==> config.mk <==
export PLATFORM = sky130hd
export DESIGN_NAME = uart_tx_drain
export DESIGN_NICKNAME = d
export VERILOG_FILES = /design/src/rtl/uart_tx_drain.sv
export SDC_FILE = /design/constraint.sdc
export NUM_CORES = 1
export LEC_CHECK = 0
export ABC_AREA = 1
export CORE_ASPECT_RATIO = 1.5
export CORE_UTILIZATION = 51
export DETAILED_ROUTE_END_ITERATION = 8
export HOLD_SLACK_MARGIN = 0.05
export PLACE_DENSITY = 0.84
export SYNTH_ARGS = -nofsm -noshare
export SYNTH_HDL_FRONTEND = slang
export SYNTH_SLANG_ARGS = --single-unit
==> constraint.sdc <==
create_clock -name clk -period 2.5 [get_ports clk]
set_input_delay 0.75 -clock clk [delete_from_list [all_inputs] [get_ports clk]]
set_output_delay 0.75 -clock clk [all_outputs]
set_load 0.02 [all_outputs]
==> src/rtl/uart_tx_drain.sv <==
// UART 8N1 transmitter that drains a first-word-fall-through TX FIFO, with frames sent back to back.
// Defining UART_TX_PARITY_EN inserts an even-parity bit between the data bits and the stop bit.
module uart_tx_drain #(
  parameter int DATA_WIDTH = 8,
  parameter int DIV_WIDTH  = 16
) (
  input  logic                  clk,
  input  logic                  reset,
  input  logic [DIV_WIDTH-1:0]  div,
  input  logic [DATA_WIDTH-1:0] fifo_dout,
  input  logic                  fifo_empty,
  output logic                  fifo_pop,
  output logic                  tx,
  output logic                  busy
);

  localparam int BIT_W = (DATA_WIDTH > 1) ? $clog2(DATA_WIDTH) : 1;

  localparam logic [2:0] S_IDLE   = 3'd0;
  localparam logic [2:0] S_START  = 3'd1;
  localparam logic [2:0] S_DATA   = 3'd2;
  localparam logic [2:0] S_STOP   = 3'd3;
`ifdef UART_TX_PARITY_EN
  localparam logic [2:0] S_PARITY = 3'd4;
`endif

  logic [2:0]            r_state;
  logic [DIV_WIDTH-1:0]  r_cnt;
  logic [DIV_WIDTH-1:0]  r_div_q;
  logic [BIT_W-1:0]      r_bit;
  logic [DATA_WIDTH-1:0] r_shift;
  logic                  r_tx;
`ifdef UART_TX_PARITY_EN
  logic                  r_parity;
`endif

  logic                  w_bit_end;
  logic                  w_load;
  logic [DIV_WIDTH-1:0]  w_div_eff;

  assign w_bit_end = (r_cnt == r_div_q - DIV_WIDTH'(1));
  // A new frame loads from IDLE or on the final STOP cycle, giving gapless back-to-back frames.
  assign w_load    = ((r_state == S_IDLE) || ((r_state == S_STOP) && w_bit_end))
                     && !fifo_empty && !reset;
  assign w_div_eff = (div == '0) ? DIV_WIDTH'(1) : div;

  assign fifo_pop = w_load;
  assign tx       = r_tx;
  assign busy     = (r_state != S_IDLE);

  // r_tx is loaded with the level of the state being entered, so tx changes on the transition edge.
  always_ff @(posedge clk) begin
    if (reset) begin
      r_state  <= S_IDLE;
      r_cnt    <= '0;
      r_bit    <= '0;
      r_div_q  <= DIV_WIDTH'(1);
      r_shift  <= '0;
      r_tx     <= 1'b1;
`ifdef UART_TX_PARITY_EN
      r_parity <= 1'b0;
`endif
    end else if (w_load) begin
      r_shift  <= fifo_dout;
      r_div_q  <= w_div_eff;
      r_cnt    <= '0;
      r_bit    <= '0;
      r_state  <= S_START;
      r_tx     <= 1'b0;
`ifdef UART_TX_PARITY_EN
      r_parity <= ^fifo_dout;
`endif
    end else if (r_state != S_IDLE) begin
      if (!w_bit_end) begin
        r_cnt <= r_cnt + DIV_WIDTH'(1);
      end else begin
        r_cnt <= '0;
        case (r_state)
          S_START: begin
            r_state <= S_DATA;
            r_bit   <= '0;
            r_tx    <= r_shift[0];
          end
          S_DATA: begin
            r_shift <= r_shift >> 1;
            if (r_bit == BIT_W'(DATA_WIDTH - 1)) begin
`ifdef UART_TX_PARITY_EN
              r_state <= S_PARITY;
              r_tx    <= r_parity;
`else
              r_state <= S_STOP;
              r_tx    <= 1'b1;
`endif
            end else begin
              r_bit <= r_bit + BIT_W'(1);
              r_tx  <= r_shift[1];
            end
          end
`ifdef UART_TX_PARITY_EN
          S_PARITY: begin
            r_state <= S_STOP;
            r_tx    <= 1'b1;
          end
`endif
          default: begin
            r_state <= S_IDLE;
            r_tx    <= 1'b1;
          end
        endcase
      end
    end
  end

endmodule
=== Word-level counts from Yosys, hierarchy flattened ===
Index checks and enable logic that the tools add are counted.

* Latch bits: 0
* Bits in read-only memories: 0
* Logic and storage cells: 55
* Register bits: 47
* Input port bits: 27
* Memories kept: 0
* RAM bits: 0

* Reductions and logical operators: 19
* Multiply operators: 0
* Divide/modulo/power cells: 0
* Shift-type cells: 0
* Eq/ne operators: 8
* Multiplexer cells: 18
* Bitwise logic cells: 0
* Add/sub/neg operators: 3
* Magnitude comparators: 0

{| class="wikitable"
|+ Operators with widths
! kind !! count
|-
| $mux 16 || 2
|-
| $mux 8 || 4
|-
| $add 16x1->16 const B || 1
|-
| $eq 16x16->1 || 1
|-
| $logic_not 16->1 || 1
|-
| $sub 16x1->16 const B || 1
|-
| $pmux 3 s2 || 2
|-
| $reduce_and 3->1 || 3
|-
| $reduce_bool 2->1 || 4
|-
| $mux 1 || 7
|-
| $eq 3x2->1 const B || 2
|-
| $mux 3 || 2
|-
| $ne 2x2->1 const B || 2
|-
| $reduce_and 4->1 || 1
|-
| $add 3x1->3 const B || 1
|-
| $eq 3x1->1 const B || 1
|-
| $eq 3x3->1 const B || 1
|-
| $logic_and 1x1->1 || 3
|-
| $logic_not 3->1 || 1
|-
| $ne 3x3->1 const B || 1
|-
| $reduce_bool 3->1 || 1
|-
| $logic_not 1->1 || 2
|-
| $pmux 1 s2 || 1
|-
| $reduce_and 2->1 || 1
|-
| other kinds (2) || 2
|}

=== Longest topological paths before layout ===
Gate-level depths: netlist of run 1.

* Word-level depth: 8
* Gate-level depth with buffers: 20
* Depth with buffers taken out: 19

=== Worst setup path after synthesis of run 1 ===
Ideal clock, no wire load.

* Path kind: register -> output
* From: register r_div_q[0]
* To: output port fifo_pop
* Setup slack: -151 ps
* Data required time: 1,750 ps
* Path buffers: 1
* Stages on the path, launching flop included: 14
* Arrival: 1,901 ps
* Cells stage by stage: dfxtp_1 inv_2 ha_1 nand2_1 nor2_4 nand3_1 xor2_1 nand2_1 nor2_2 nand3_2 nand2_4 nand3_4 clkinv_2 buf_4

* Word-level cells in the longest chain between the ends: 6

{| class="wikitable"
|+ Ends and longest elaborated chain
! item !! line !! source
|-
| start: declaration || 29 || <nowiki>logic [DIV_WIDTH-1:0] r_div_q;</nowiki>
|-
| start signal: assignment || 65 || <nowiki>r_div_q <= w_div_eff;</nowiki>
|-
| $sub 16x1->16 || 41 || <nowiki>assign w_bit_end = (r_cnt == r_div_q - DIV_WIDTH'(1));</nowiki>
|-
| $eq 16x16->1 || 41 ||
|-
| $logic_and 1x1->1 || 43 || <nowiki>assign w_load = ((r_state == S_IDLE) || ((r_state == S_STOP) && w_bit_end))</nowiki>
|-
| $logic_or 1x1->1 || 43 ||
|-
| $logic_and 1x1->1 (2 in a row) || 44 || <nowiki>&& !fifo_empty && !reset;</nowiki>
|-
| end: declaration || 12 || <nowiki>output logic fifo_pop,</nowiki>
|}

No other way between the ends.

=== Worst setup path after layout of run 1 ===
* From: register r_div_q[1]
* To: output port fifo_pop

Same word-level chain as after synthesis.

==> results.py, run 1 <==
metrics = {
    "run_status": {
        "status": "finished with violations",
        "violations": "negative setup slack",
    },
    "synth": {
        "synth_cell_types": 34,
        "syn_inst": 446,
        "synth_seq_area_share_pct": 31.8,
        "synthAdderAreaFrac_pct": 3.46,
        "yosys.area.top_type": "dfxtp_1",
        "syn_area_per_cell_um2": 6.48,
        "yosysWarnings": 0,
        "yosys.area_share.simple_pct": 41.3,
        "syn_area_um2": 2890,
        "yosys.area_share.xor_xnor_pct": 6.66,
        "synth_top_area_share_pct": 31.8,
        "synth_top_family_by_area": "simple AND/OR/NAND/NOR gates",
        "syn-num-nets": 481,
        "synthMuxAreaShare_pct": 0,
        "synth-compound-area-share_pct": 6.79,
        "synth-seq-cells": 46,
        "ys_top_cells_by_area": "dfxtp_1 32%, nand2_1 17%, inv_1 7.1%",
    },
    "cells_and_area": {
        "multiInputGateArea_um2": 1760,
        "fillCellCount": 435,
        "final-seq-area_um2": 923,
        "layoutNonFillerInstCount": 616,
        "layout-drive-gt1-share_pct": 21.8,
        "layout_common_cells": "129 x nand2_1, 67 x buf_4, 53 x inv_1, 44 x dfxtp_1, 41 x nor2_1",
        "final_nets": 580,
        "n_antenna_cell": 0,
        "final_common_cell": "nand2_1",
        "design_area_um2": 3980,
        "syn2layout_area_growth_pct": 37.8,
    },
    "cts": {
        "ctsHtreeMaxLevel": 2,
        "cts_buffer_depth": 2,
        "clock-sinks": 46,
        "clk_latency_ns": 0.31,
        "clockRootBuffer": "clkbuf_8",
        "cts.clk_slew.worst_paths_ns": 0.08,
        "cts_inserted_buffers": 5,
        "ctsHoldBuffers": 0,
        "cts_tree": "yes",
    },
    "detailed_routing": {
        "drcViolationCount": 0,
        "routedWlPerCell_um": 13.9,
        "drt-total-wl_um": 8560,
        "drtPass1Iterations": 5,
        "num_vias": 3279,
        "detail-route-antenna-nets": 0,
        "drt-initial-drc-count": 141,
        "vias_per_cell": 5.32,
    },
    "die": {
        "pin_count": 30,
        "initial_utilization_pct": 53.1,
        "dieArea_um2": 5980,
        "die_w_um": 63.5,
        "die_h_um": 94.2,
        "num_rows": 33,
        "coreArea_um2": 5450,
    },
    "pwr": {
        "clockPowerShare_pct": 29.8,
        "seqPwrFrac_pct": 42.4,
        "combPwrFrac_pct": 27.9,
        "max-vdd-ir-drop_uv": 383,
        "intPower_uw": 1300,
        "power_uw": 1870,
        "p_sw_uw": 564,
        "cellPowerDensity_nw_per_um2": 469,
        "sw_frac_of_total_pct": 30.2,
        "p_leak_uw": 0.00182,
    },
    "timing": {
        "slew_headroom_pct": 60.7,
        "fin_skew_ns": 0.00848,
        "grt_setup_unrepaired": "true",
        "drv_slew": 0,
        "finalCritPeriodShare_pct": 121,
        "setup_viol": 1,
        "min_period_ns": 3.02,
        "fin_ws_ns": -0.525,
        "worst_pin_slew_ns": 0.583,
        "fmax_mhz": 331,
        "tns_ns": -0.525,
        "hold_viol_final": 0,
    },
    "placement": {
        "gp_congestion": 0.924,
        "dpl.cell_count": 601,
        "placed_area_um2": 3710,
        "dp_hpwl_um": 6290,
        "dp_slack_ns": -0.595,
        "numPortBuffers": 29,
    },
    "critical_path": {
        "worstPathRequired_ns": 1.75,
        "arrival_ns": 2.27,
        "crit_slowest_cell": "dfxtp_2",
        "start_kind": "flop",
        "cp.depth": 14,
        "ff2ff_path_depth": 16,
        "endpoint": "fifo_pop",
        "crit_fanout": 6,
        "worst_path_largest_cell_delay_ns": 0.35,
        "crit_path_start": "r_div_q[1]$_SDFFE_PP0N_",
        "ff2ff_setup_slack_ns": 0.10,
        "crit_family": "simple AND/OR/NAND/NOR gates",
        "worstSetupPathType": "flop to primary output",
        "rr_startpoint": "r_div_q[1]$_SDFFE_PP0N_",
        "crit_buf_inv": 2,
        "cp-end-kind": "primary output",
        "worstPathCellList": "nor2_2, nand2_2, nor2_4, nand2_1, nand3_1, nand2_1, nor2_2, nand2_1, nor2_2, nand3_2, nand2_4, nand3_4, clkinv_4, buf_6",
        "r2r-end": "r_cnt[2]$_SDFFE_PP0N_",
    },
    "run": {
        "cap_violations": 0,
    },
    "global_routing": {
        "grt_pass1_wl_um": 13400,
        "grt_pass1_vias": 3186,
        "grtUsageTotal_pct": 28.8,
        "antenna_found_initial": 0,
        "gr-total-overflow": 0,
        "grt_max_degree": 25,
    },
    "worst_hold_path": {
        "min_path_type": "flop to flop",
        "min_from": "r_bit[1]$_SDFFE_PP0P_",
    },
}
-- sequential cells by signal, summed over array words and instances (netlist names) --
| signal | count |
|---|---|
| r_bit | 3 |
| r_cnt | 16 |
| r_div_q | 16 |
| r_shift | 8 |
| r_state | 2 |
| tx | 1 |
-- layer usage --
layer / share of wire (%) / global-route usage [%] / up-vias
met5: 0 / 0 / -
met4: 5.1 / 17.8 / 0
li1: - / - / 1611
met2: 54 / 56.7 / 109
met3: 3.7 / 4.37 / 39
met1: 37 / 27.0 / 1520
-- through the flow --
stage / util, % / hold WS (ns)
floorplan: - / 0.445
global placement: 68.1 / 0.459
detailed placement: 68.1 / 0.466
CTS: 70.7 / 0.482
global route: 73.1 / 0.503
finish: 73.1 / 0.475
-- synthesized netlist by cell type --
cell	n
nand2_1	133
inv_1	55
nor2_1	48
dfxtp_1	46
nand3_1	28
nor3_1	18
xor2_1	18
o21ai_0	15
a21oi_1	10
nand4_1	9
ha_1	8
o21ai_1	7
nor2_2	6
nor4_1	6
inv_2	4
nand2_2	4
xnor2_1	4
buf_4	3
nand3b_1	3
nor2_4	3
a31oi_1	2
buf_6	2
clkbuf_1	2
nand3_4	2
a41o_1	1
and2b_1	1
buf_2	1
clkinv_1	1
clkinv_2	1
nand2_4	1
nand3_2	1
o22ai_1	1
o31ai_1	1
or4_1	1
-- power by group through the flow --
stage	Sequential (uW)	Clock (uW)	Combinational (uW)
after floorplan	804	0	270
after global placement	805	0	450
after detailed placement	807	0	460
after CTS	790	560	477
after global routing	795	588	575
final	791	556	521
-- layout make-up --
| class | count | area share, % |
|---|---|---|
| clock inverters | 1 | 0.754 |
| flip-flops and latches | 46 | 23.2 |
| multi-input cells | 331 | 44.1 |
| repair buffers | 100 | 22.0 |
| clock buffers | 7 | 1.92 |
| inverters | 61 | 5.87 |
| well taps | 70 | 2.20 |
-- what timing repair did --
| item | 4_1_cts | 5_1_grt |
|---|---|---|
| gates resized for setup | 15 | 16 |
| pin swaps | 7 | 6 |
| setup endpoints to repair | 2 | 42 |
| setup buffers | 1 | 3 |
| gates cloned | 0 | 3 |
-- cell families (layout without fill, tap and decap cells) --
kind of cell             Yosys count  count (layout)
AND/OR/NAND/NOR                  264             264
buffers and inverters             69             169
flip-flops                        46              46
XOR/XNOR                          22              22
AO/OA/AOI/OAI                     37              37
adder cells (fa/ha/maj)            8               8
-- worst register-to-register path, stage by stage, from the launching register on --
cell	delay, ns
dfxtp_2	0.35
nor2_2	0.15
nand2_2	0.15
nor2_4	0.21
nand2_1	0.07
nand3_1	0.14
nand2_1	0.08
nor2_2	0.12
nand2_1	0.10
nor2_2	0.13
nand3_2	0.13
nand2_4	0.11
buf_4	0.14
nand2_4	0.09
nand2_8	0.12
clkbuf_16	0.17
nor4_1	0.05
-- worst min-delay path by stage --
stage                         endpoint  cells after the start
3_3_place_gp     r_bit[1]$_SDFFE_PP0P_                      2
4_1_cts        r_shift[7]$_SDFFE_PP0P_                      2
6_report         r_bit[1]$_SDFFE_PP0P_                      2
2_1_floorplan  r_shift[7]$_SDFFE_PP0P_                      2
3_5_place_dp   r_shift[7]$_SDFFE_PP0P_                      2
5_1_grt          r_bit[1]$_SDFFE_PP0P_                      2
Power figures use the tool's default switching activity.
==> run 2, diff against run 1 <==
--- a/config.mk
+++ b/config.mk
@@ -8,6 +8,7 @@
 export ABC_AREA = 1
 export CORE_ASPECT_RATIO = 1.5
 export CORE_UTILIZATION = 51
+export CTS_CLUSTER_SIZE = 25
 export DETAILED_ROUTE_END_ITERATION = 8
 export HOLD_SLACK_MARGIN = 0.05
 export PLACE_DENSITY = 0.84
==> results of run 2 <==
Same layout as run 1: the final DEF is identical, and so are final timing and power.
